## src/rtl/ilog_pkg.sv

```systemverilog
// Shared definitions for the integer-logarithm block: default operand widths
// and the FSM state encoding.
package ilog_pkg;

  localparam int ILOG_X_W = 14;
  localparam int ILOG_B_W = 7;
  localparam int ILOG_E_W = 4;

  typedef enum logic [1:0] {
    IDLE = 2'd0,
    RUN  = 2'd1,
    DONE = 2'd2
  } ilog_state_e;

endpackage

```

## src/rtl/ilog_if.sv

```systemverilog
// Request/result bundle for ilog. The master drives start/x/base; the block
// returns busy, a one-cycle done pulse, the held results and its FSM state.
interface ilog_if
  import ilog_pkg::*;
#(
   parameter int X_W = ILOG_X_W,
   parameter int B_W = ILOG_B_W,
   parameter int E_W = ILOG_E_W
) ();

   // start is only looked at while the block is idle; there is no ready, so a
   // request raised while busy (or during the done cycle) is simply dropped.
   logic             start;
   logic [X_W-1:0]   x;
   logic [B_W-1:0]   base;
   logic             busy;
   logic             done;
   logic [E_W-1:0]   exp_out;
   logic [X_W-1:0]   pow_out;
   logic             exact;
   logic             err;
   ilog_state_e      state_dbg;

   modport master (
      output start, x, base,
      input  busy, done, exp_out, pow_out, exact, err, state_dbg
   );

   modport slave (
      input  start, x, base,
      output busy, done, exp_out, pow_out, exact, err, state_dbg
   );

endinterface

```

## src/rtl/ilog.sv

```systemverilog
// Iterative floor(log_base(x)): multiplies an accumulator by base once per
// cycle until the next power would exceed x, then publishes exponent and power.
module ilog
  import ilog_pkg::*;
#(
   parameter int X_W = ILOG_X_W,
   parameter int B_W = ILOG_B_W,
   parameter int E_W = ILOG_E_W
) (
   input  logic  clk,
   input  logic  rst,
   ilog_if.slave bus
);

   localparam int P_W = X_W + B_W;

   ilog_state_e    state_q, state_d;
   logic [X_W-1:0] x_q, x_d;
   logic [B_W-1:0] base_q, base_d;
   logic [X_W-1:0] acc_q, acc_d;
   logic [E_W-1:0] e_q, e_d;
   logic           busy_q, busy_d;
   logic           done_q, done_d;
   logic [E_W-1:0] exp_out_q, exp_out_d;
   logic [X_W-1:0] pow_out_q, pow_out_d;
   logic           exact_q, exact_d;
   logic           err_q, err_d;

   // Full-width product: acc*base can never wrap before it is compared to x.
   logic [P_W-1:0] p;
   logic           p_fits;
   logic           start_bad;

   assign p         = P_W'(acc_q) * P_W'(base_q);
   assign p_fits    = (p <= P_W'(x_q));
   assign start_bad = (bus.base < B_W'(2)) || (bus.x == '0);

   always_comb begin
      state_d   = state_q;
      x_d       = x_q;
      base_d    = base_q;
      acc_d     = acc_q;
      e_d       = e_q;
      done_d    = 1'b0;
      exp_out_d = exp_out_q;
      pow_out_d = pow_out_q;
      exact_d   = exact_q;
      err_d     = err_q;

      case (state_q)
         IDLE: begin
            if (bus.start) begin
               x_d    = bus.x;
               base_d = bus.base;
               acc_d  = X_W'(1);
               e_d    = '0;
               if (start_bad) begin
                  state_d   = DONE;
                  done_d    = 1'b1;
                  err_d     = 1'b1;
                  exp_out_d = '0;
                  pow_out_d = '0;
                  exact_d   = 1'b0;
               end else begin
                  state_d = RUN;
               end
            end
         end
         RUN: begin
            if (p_fits) begin
               acc_d = p[X_W-1:0];
               e_d   = e_q + E_W'(1);
            end else begin
               state_d   = DONE;
               done_d    = 1'b1;
               err_d     = 1'b0;
               exp_out_d = e_q;
               pow_out_d = acc_q;
               exact_d   = (acc_q == x_q);
            end
         end
         DONE:    state_d = IDLE;
         default: state_d = IDLE;
      endcase

      busy_d = (state_d != IDLE);
   end

   always_ff @(posedge clk) begin
      if (rst) begin
         state_q   <= IDLE;
         x_q       <= '0;
         base_q    <= '0;
         acc_q     <= '0;
         e_q       <= '0;
         busy_q    <= 1'b0;
         done_q    <= 1'b0;
         exp_out_q <= '0;
         pow_out_q <= '0;
         exact_q   <= 1'b0;
         err_q     <= 1'b0;
      end else begin
         state_q   <= state_d;
         x_q       <= x_d;
         base_q    <= base_d;
         acc_q     <= acc_d;
         e_q       <= e_d;
         busy_q    <= busy_d;
         done_q    <= done_d;
         exp_out_q <= exp_out_d;
         pow_out_q <= pow_out_d;
         exact_q   <= exact_d;
         err_q     <= err_d;
      end
   end

   assign bus.busy      = busy_q;
   assign bus.done      = done_q;
   assign bus.exp_out   = exp_out_q;
   assign bus.pow_out   = pow_out_q;
   assign bus.exact     = exact_q;
   assign bus.err       = err_q;
   assign bus.state_dbg = state_q;

endmodule
```

## src/flat_wrapper.sv

```systemverilog
// flat-port wrapper written by rule: the top's interface ports become plain ports
module ilog_flat import ilog_pkg::*;
#(
   parameter int X_W = ILOG_X_W,
   parameter int B_W = ILOG_B_W,
   parameter int E_W = ILOG_E_W
)
  (clk, rst, bus_start, bus_x, bus_base, bus_busy, bus_done, bus_exp_out, bus_pow_out, bus_exact, bus_err, bus_state_dbg);
  ilog_if #(.X_W(X_W), .B_W(B_W), .E_W(E_W)) bus_i ();
  input  logic clk;
  input  logic rst;
  input wire logic [$bits(bus_i.start)-1:0] bus_start;
  input wire logic [$bits(bus_i.x)-1:0] bus_x;
  input wire logic [$bits(bus_i.base)-1:0] bus_base;
  output wire logic [$bits(bus_i.busy)-1:0] bus_busy;
  output wire logic [$bits(bus_i.done)-1:0] bus_done;
  output wire logic [$bits(bus_i.exp_out)-1:0] bus_exp_out;
  output wire logic [$bits(bus_i.pow_out)-1:0] bus_pow_out;
  output wire logic [$bits(bus_i.exact)-1:0] bus_exact;
  output wire logic [$bits(bus_i.err)-1:0] bus_err;
  output wire logic [$bits(bus_i.state_dbg)-1:0] bus_state_dbg;
  assign bus_i.start = bus_start;
  assign bus_i.x = bus_x;
  assign bus_i.base = bus_base;
  assign bus_busy = bus_i.busy;
  assign bus_done = bus_i.done;
  assign bus_exp_out = bus_i.exp_out;
  assign bus_pow_out = bus_i.pow_out;
  assign bus_exact = bus_i.exact;
  assign bus_err = bus_i.err;
  assign bus_state_dbg = bus_i.state_dbg;
  ilog #(.X_W(X_W), .B_W(B_W), .E_W(E_W)) u_core (.clk(clk), .rst(rst), .bus(bus_i));
endmodule
```

## config.mk

```make
export PLATFORM = sky130hd
export DESIGN_NAME = ilog_flat
export DESIGN_NICKNAME = d
export VERILOG_FILES = /design/src/rtl/ilog_pkg.sv /design/src/rtl/ilog_if.sv /design/src/rtl/ilog.sv /design/src/flat_wrapper.sv
export SDC_FILE = /design/constraint.sdc
export NUM_CORES = 1
export LEC_CHECK = 0
export ABC_CLOCK_PERIOD_IN_PS = 17200
export CORE_ASPECT_RATIO = 1.75
export CORE_MARGIN = 4
export CORE_UTILIZATION = 40
export DETAILED_ROUTE_END_ITERATION = 16
export GPL_ROUTABILITY_DRIVEN = 0
export MAX_ROUTING_LAYER = met4
export PLACE_DENSITY_LB_ADDON = 0.2
export RECOVER_POWER = 25
export SLEW_MARGIN = 0
export SYNTH_ARGS = -nofsm -noshare
export SYNTH_HDL_FRONTEND = slang
export SYNTH_SLANG_ARGS = --single-unit
```

## constraint.sdc

```tcl
create_clock -name clk -period 17.2 [get_ports clk]
set_input_delay 1.72 -clock clk [delete_from_list [all_inputs] [get_ports clk]]
set_output_delay 1.72 -clock clk [all_outputs]
set_load 0.01 [all_outputs]
```

==> results of run 1 <==
==> how the worst max path moves through the flow <==
stage	startpoint	end	slack, ps	cells past startpoint
6_report	u_core.base_q[6]	u_core.acc_q[6]	9830	25
5_1_grt	u_core.base_q[6]	u_core.acc_q[5]	9310	25
4_1_cts	u_core.base_q[6]	u_core.e_q[2]	9770	24
3_5_place_dp	u_core.base_q[6]	u_core.e_q[2]	9800	24
3_3_place_gp	u_core.base_q[3]	u_core.e_q[2]	9880	24
2_1_floorplan	u_core.base_q[6]	u_core.acc_q[7]	10540	27
==> per-stage QoR <==
stage / instances / worst slack, ps / power (mW) / utilization (%)
after floorplan: 812 / 10540 / 0.2165 / -
after global placement: 1022 / 9877 / 0.2418 / 43.94
after detailed placement: 1022 / 9795 / 0.2439 / 43.94
after CTS: 1038 / 9773 / 0.4123 / 45.63
after global routing: 1038 / 9314 / 0.4278 / 45.66
final: 1038 / 9831 / 0.4101 / 45.66
==> area by class of cell <==
class	instances	area share (%)
timing repair buffer	52	6.680
clock buffer	12	3.432
tap	224	3.750
multi-input combinational	621	65.88
clock inverter	4	0.2679
sequential	63	16.88
inverter	62	3.114
==> layer usage <==
metal	vias to the layer above	global-route usage [%]
li1	2806	-
met1	2936	23.67
met2	164	40.07
met3	53	2.450
met4	0	11.29
met5	-	-
==> critical path: stages (launching register included) <==
cell and delay, ps:
dfxtp_1 570, nand2_1 150, fa_1 530, fa_1 580
inv_1 70, fa_1 540, inv_1 60, fa_1 540
inv_1 40, ha_1 350, a21oi_1 190, and2_1 180
a21o_1 130, a21boi_0 80, o21a_1 190, or3_1 330
and2_1 180, ha_1 280, a21o_1 160, a211o_1 270
a211oi_1 250, o32ai_1 150, or4_1 410, buf_4 300
o311ai_0 420, a21oi_1 110
==> where the power goes <==
| group | switching [mW] | internal (mW) |
|---|---|---|
| combinational | 0.0506 | 0.0266 |
| sequential | 0.0122 | 0.153 |
| clock | 0.0640 | 0.104 |
| total | 0.127 | 0.283 |
==> cells in the final DEF (no fill, tap or decap), drive strengths merged, types with 18 or more instances in the layout <==
| cell type | instances |
|---|---|
| clkdlybuf4s50 | 26 |
| dlygate4sd3 | 20 |
| fa | 59 |
| nor2 | 22 |
| dfxtp | 63 |
| a32oi | 19 |
| and2 | 66 |
| o211ai | 20 |
| nand3 | 26 |
| nand2 | 113 |
| a21oi | 63 |
| ha | 54 |
| nor3b | 19 |
| inv | 62 |
| nand4b | 18 |
==> cell families (layout without fill, tap and decap cells) <==
kind of cell	count (synthesis)	after routing	synth area share, %
flip-flops	63	63	18.91
XOR/XNOR	25	25	3.283
multiplexers	4	4	0.6378
AND/OR/NAND/NOR	313	313	24.80
adder cells (fa/ha/maj)	113	113	27.84
AO/OA/AOI/OAI	166	166	17.13
buffers and inverters	128	130	7.410
==> sequential cells by signal, indices dropped and copies added (netlist names) <==
name,cells
u_core.acc_q,14
u_core.base_q,7
u_core.bus.busy,1
u_core.bus.done,1
u_core.bus.err,1
u_core.bus.exact,1
u_core.bus.exp_out,4
u_core.bus.pow_out,14
u_core.bus.state_dbg,2
u_core.e_q,4
u_core.x_q,14
==> impl_metrics.ini, run 1 <==
[sta]
finClkSkew_ps = 7.773
finalHoldViolCount = 0
whs_ps = 499.2
rsz0062_at_grt = false
tightest_slew_ps = 3380
min_period_ps = 7369
clock.fmax_ghz = 0.1357
tns_ps = 0
slew_headroom_pct = -125.4
finalSetupViolCount = 0
min_period_over_period_pct = 42.84
drv_slew = 85

[synthesis]
yosysTopAreaCellShare_pct = 18.91
yosys.area.top_type = dfxtp_1
synth_cell_types = 54
yosysMostFrequentCell = nand2_1
synthesis.area_um2 = 6670
synth_commonest_cells = 113 x nand2_1, 66 x and2_1, 63 x a21oi_1, 63 x dfxtp_1, 62 x inv_1
synth-seq-cells = 63
synth_top_flop_cell = dfxtp_1
syn_inst = 812
synth_edf_count = 0
syn_area_per_cell_um2 = 8.214
ys_seq_area_share_pct = 18.91
yosysWarnings = 0
ys_top_cells_by_area = dfxtp_1 19%, fa_1 18%, ha_1 10%
syn-num-nets = 949
async_flop_share_pct = 0

[clocking]
htree_levels = 3
postCtsResizedCells = 0
post_cts_buffers = 0
ctsHoldBuffers = 0
worst_skew_pair.late_latency_ps = 330
cts_made_buffers = 9
clkSinkCount = 63
cts-root-buf = clkbuf_16
clockBufferDepth = 2
cts_tree = yes
cts.reportedPaths.clkPinSlew_ps = 50

[route]
antenna_left = 0
num_vias = 5959
route.met3.wl_um = 735
drc = 0
totalWireLength_um = 19940
viasPerCell = 5.741
drt_iter0_drc = 374
wl_met1_um = 7384
routed.top_layer = met4
dr_wl_met2_um = 10870
avgRoutedWirePerCell_um = 19.21
dr.pass1.iters = 5

[power_and_ir_drop]
vdd_drop_max_v = 0.00007168
power.density_nw_per_um2 = 54.88
p_leak_nw = 3.211

[die]
die_w_um = 105.6
coreArea_um2 = 16370
pin_count = 48
rows = 62
start_util_pct = 40.75
die_h_um = 178.8
die_area_um2 = 18890

[min_path]
holdPathStages = 2
whs_endpoint = u_core.x_q[0]
hp-start = u_core.x_q[0]
hold_class = flip-flop to flip-flop

[job]
drv_cap = 1

[cells_and_area]
antenna_cells = 0
nets = 946
multi_input_comb_area_um2 = 4923
ff_latch_area_um2 = 1261
stdcell_area_um2 = 7473
drive_above_1_share_pct = 3.440
fill_cells = 1649
syn_to_final_growth_pct = 12.04

[worst_setup_path]
critPathMaxFanout = 55
arrival_ps = 7420
crit_required_ps = 17250
ff2ff_setup_slack_ps = 9830
crit_path_end_kind = flip-flop
rr_startpoint = u_core.base_q[6]
crit_path_start_kind = flip-flop
reg2reg_depth = 25
criticalPathCategory = flip-flop to flip-flop
rr_endpoint = u_core.acc_q[6]

[global_route]
grt_overflow = 0
grt_pass1_vias = 6126
grt_use_total_pct = 22.09
grt_pass1_wl_um = 31880
grt_max_degree = 85
grt_antenna_before_repair = 0

[place]
postPlaceCellArea_um2 = 7192
dp_hpwl_um = 15370
port_buffers = 47

[outcome]
failed_checks = capacitance limit, slew limit
run_status = finished with violations
Power figures use the tool's default switching activity.
==> inputs of run 2 (changes only) <==
ABC_CLOCK_PERIOD_IN_PS = 6100   (was 17200)
clock period = 6.1 ns   (was 17.2 ns; I/O delays follow)
==> run 2 against run 1 <==
Highest routed layer unchanged. Total power rose to 3.1 times the previous value. Hold slack lost 13 ps. Final cell count grew 10%. The flow finishes with violations (setup timing). Global-route usage increased by 1.7 points.
==> impl_metrics.ini, run 2 (same netlist as run 1, synthesis figures left out) <==
[sta]
finalSetupViolCount = 38
finClkSkew_ps = 6.635
drv_slew = 0
min_period_over_period_pct = 104.7
layout_setup_ws_ps = -288.2
clock.fmax_ghz = 0.1565
tightest_slew_ps = 1276
finalHoldViolCount = 0
slew_headroom_pct = 14.75
rsz0062_at_grt = true
min_period_ps = 6388

[die]
die_w_um = 105.6
coreArea_um2 = 16370
rows = 62
pin_count = 48
start_util_pct = 40.75
die_area_um2 = 18890
die_h_um = 178.8

[cells_and_area]
antenna_cells = 0
final_common_cell = nand2_1
mostFrequentLayoutCells = 110 x nand2_1, 103 x buf_4, 64 x and2_1
nets = 1052
syn_to_final_growth_pct = 29.81
fin_util_pct = 52.90
drive_above_1_share_pct = 20.87

[route]
drc = 0
totalWireLength_um = 21670
num_vias = 6412
antenna_left = 0
viasPerCell = 5.605
avgRoutedWirePerCell_um = 18.94
dr.pass1.iters = 7
drt_iter0_drc = 324

[clocking]
cts_tree = yes
htree_levels = 3
worst_skew_pair.late_latency_ps = 330
cts.reportedPaths.clkPinSlew_ps = 50
clockBufferDepth = 2
clkSinkCount = 63
cts-root-buf = clkbuf_16
ctsHoldBuffers = 0
cts_made_buffers = 9

[global_route]
grt_pass1_wl_um = 34400
grt_use_total_pct = 23.82
grt_pass1_vias = 6691
grt_max_degree = 85
grt_antenna_before_repair = 0
grt_overflow = 0

[power_and_ir_drop]
power.density_nw_per_um2 = 148.0
p_leak_nw = 3.733
power.total_mw = 1.281
vdd_drop_max_v = 0.0001866

[outcome]
run_status = finished with violations
failed_checks = setup timing

[worst_setup_path]
cp_num_buf_inv = 4
crit_path_frequent_cell = fa_1
critPathMaxFanout = 12
slowest_stage = fa_1
criticalPathCategory = flip-flop to flip-flop
rr_startpoint = u_core.base_q[5]
critPathTopFamily = adder cells
cpPeakStageDelay_ps = 550
crit_required_ps = 6270
crit_path_start_kind = flip-flop
ff2ff_setup_slack_ps = -290
crit_path_end_kind = flip-flop
reg2reg_depth = 25
rr_endpoint = u_core.acc_q[4]
arrival_ps = 6560

[min_path]
holdPathStages = 2
hold_class = flip-flop to flip-flop
whs_endpoint = u_core.x_q[11]
hp-start = u_core.x_q[11]

[place]
port_buffers = 47
dp_hpwl_um = 16790

[job]
drv_cap = 0
==> run 2: worst max path at each step <==
stage / startpoint / to / slack, ps / cells after the start
floorplan: u_core.base_q[6] / u_core.e_q[0] / -190 / 26
global placement: u_core.base_q[5] / u_core.acc_q[13] / -400 / 23
detailed placement: u_core.base_q[5] / u_core.acc_q[3] / -510 / 23
CTS: u_core.acc_q[0] / u_core.bus.done / -310 / 26
global route: u_core.base_q[5] / u_core.acc_q[0] / -480 / 25
finish: u_core.base_q[5] / u_core.acc_q[4] / -290 / 25
==> run 2: worst min-delay path, delay by kind of cell, from the launching register on <==
| kind | cells | cell delay, ps |
|---|---|---|
| AOI/OAI and AO/OA | 1 | 50 |
| and+or+nand+nor | 1 | 60 |
| DFF | 1 | 330 |
==> run 2: stage by stage <==
stage	cells	hold WS (ps)	TNS (ps)	worst slack, ps	cell area (µm²)
floorplan	812	460.0	-3533	-187.2	6794
global placement	1112	475.7	-11240	-401.5	7946
detailed placement	1112	483.1	-13840	-512.1	7946
CTS	1141	490.5	-9280	-311.2	8399
global route	1144	503.6	-15200	-475.1	8658
finish	1144	486.0	-7946	-288.2	8658
==> run 2: routing by layer <==
metal | global-route usage [%] | share of wire (%) | up-vias
met5 | - | 0 | -
met4 | 13.72 | 5.8 | 0
met2 | 43.88 | 55 | 154
li1 | - | - | 3021
met1 | 24.89 | 36 | 3175
met3 | 1.694 | 2.5 | 62
==> run 2: area by class of cell <==
cell class                 count  area [µm²]
inverter                      62       232.7
fill                        1536        7710
clock inverter                 6       61.31
multi-input combinational    621        5226
clock buffer                  10       229.0
timing repair buffer         158        1350
tap                          224       280.3
sequential                    63        1279
==> run 2: power by group <==
| part | total [mW] | switching [mW] | leakage [nW] | internal (mW) |
|---|---|---|---|---|
| sequential | 0.451 | 0.0203 | 0.517 | 0.431 |
| clock | 0.505 | 0.190 | 0.142 | 0.315 |
| combinational | 0.326 | 0.191 | 3.07 | 0.134 |
| total | 1.28 | 0.402 | 3.73 | 0.879 |
==> run 2: timing repair <==
item / CTS / global route
buffers inserted: 13 / 6
gates resized for setup: 20 / 47
pin swaps: 2 / 29
endpoints found under the setup margin: 38 / 41
==> inputs of run 3 (changes only) <==
CORE_MARGIN = 3   (was 4)
==> run 3 against run 2 <==
The run still ends with setup timing left. Die area fell by 3.0%. Routed wire length rose by 0.38%. Maximum frequency fell by 0.89%. Setup slack got worse by 57 ps. Final cell count fell by 0.70%. Via count fell by 0.17%. Combinational power rose by 23%. Critical path depth rose by 1. Final area rose by 1.6%. Non-clock buffer count fell by 4. Sequential share of layout area fell by 0.29 points. Total power rose by 7.8%. Largest cell class unchanged.
==> impl_metrics.ini, run 3 (same netlist as run 1, synthesis figures left out) <==
[outcome]
run_status = finished with violations
failed_checks = setup timing

[route]
viasPerCell = 5.635
drt_iter0_drc = 289
num_vias = 6401
dr.pass1.iters = 5
antenna_left = 0
totalWireLength_um = 21750
avgRoutedWirePerCell_um = 19.15
drc = 0

[worst_setup_path]
criticalPathCategory = flip-flop to flip-flop
crit_required_ps = 6280
cpPeakStageDelay_ps = 530
cp_num_buf_inv = 5
crit_path_end_kind = flip-flop
slowest_stage = fa_1
critPathTopFamily = adder cells
arrival_ps = 6620
critPathMaxFanout = 8
cp.depth = 26
crit_path_frequent_cell = fa_1
reg2reg_depth = 26
crit_path_start_kind = flip-flop

[die]
die_w_um = 103.6
rows = 61
coreArea_um2 = 16100
pin_count = 48
die_area_um2 = 18320
die_h_um = 176.8
start_util_pct = 41.42

[clocking]
cts_tree = yes
cts_made_buffers = 9
clockBufferDepth = 2
htree_levels = 3
cts.reportedPaths.clkPinSlew_ps = 60
cts-root-buf = clkbuf_16
worst_skew_pair.late_latency_ps = 330
ctsHoldBuffers = 0
clkSinkCount = 63

[cells_and_area]
nets = 1048
syn_to_final_growth_pct = 31.93
fin_util_pct = 54.64
drive_above_1_share_pct = 20.20
fin_cells = 1136
antenna_cells = 0
mostFrequentLayoutCells = 110 x nand2_1, 91 x buf_4, 64 x and2_1
ff_latch_area_um2 = 1274
fill_cells = 1483
final_common_cell = nand2_1
stdcell_area_um2 = 8800
multi_input_comb_area_um2 = 5313

[sta]
finalHoldViolCount = 0
whs_ps = 488.4
layout_setup_ws_ps = -345.5
drv_slew = 0
tns_ps = -10170
tightest_slew_ps = 1326
min_period_ps = 6445
clock.fmax_ghz = 0.1551
finClkSkew_ps = 7.078
min_period_over_period_pct = 105.7
rsz0062_at_grt = true
slew_headroom_pct = 11.41
finalSetupViolCount = 38

[global_route]
grt_pass1_vias = 6390
grt_overflow = 0
grt_use_total_pct = 23.28
grt_antenna_before_repair = 0
grt_max_degree = 85
grt_pass1_wl_um = 33150

[job]
drv_cap = 0

[min_path]
holdPathStages = 2
hold_class = flip-flop to flip-flop

[place]
place_ws_ps = -473.5
dp_hpwl_um = 16330
dp_cells = 1105
port_buffers = 47
postPlaceCellArea_um2 = 7919

[power_and_ir_drop]
p_leak_nw = 3.742
power.total_mw = 1.381
vdd_drop_max_v = 0.0001921
power.density_nw_per_um2 = 157.0
[run 3: cell count changes in the layout (fill, tap and decap cells not counted), moves of 4 or more]
cell / change
o311ai_1: -4
o311ai_4: +10
dfxtp_1: +4
buf_6: +4
buf_4: -12
dfxtp_2: -4
o311ai_2: -6
[run 3: layout make-up]
class / count / area share [%]
inverter: 62 / 2.645
timing repair buffer: 154 / 15.88
multi-input combinational: 621 / 60.37
clock buffer: 10 / 2.716
tap: 220 / 3.128
sequential: 63 / 14.47
clock inverter: 6 / 0.7820
[run 3: path summary, 6_finish.rpt]
| path | start | end | slack (ps) |
|---|---|---|---|
| worst max-delay path | u_core.acc_q[0] | u_core.acc_q[10] | -350 |
| worst min-delay path | u_core.x_q[2] | u_core.x_q[2] | 490 |
| worst max register to register | u_core.acc_q[0] | u_core.acc_q[10] | -350 |
| worst min register to register | u_core.x_q[2] | u_core.x_q[2] | 490 |
[run 3: routing by layer]
layer | vias up | wire [µm] | global-route usage [%]
li1 | 3021 | - | -
met1 | 3153 | 8211 | 25.07
met2 | 171 | 11870 | 43.44
met3 | 56 | 686 | 1.643
met4 | 0 | 983 | 10.87
met5 | - | 0 | -
[run 3: what timing repair did]
| action | 4_1_cts | 5_1_grt |
|---|---|---|
| cloned | 0 | 4 |
| gates resized for setup | 4 | 78 |
| pin swaps | 1 | 53 |
| buffers inserted | 1 | 11 |
| setup endpoints to repair | 40 | 41 |
[run 3: where the power goes]
part           switching (mW)  internal, mW  total (mW)
combinational           0.226         0.174       0.401
clock                   0.200         0.329       0.529
sequential             0.0213         0.430       0.452
total                   0.447         0.934        1.38
[run 3: tightest hold or removal path: stages (launching register included)]
cell and delay [ps]:
dfxtp_1 330, nand2_1 60, a21oi_1 50
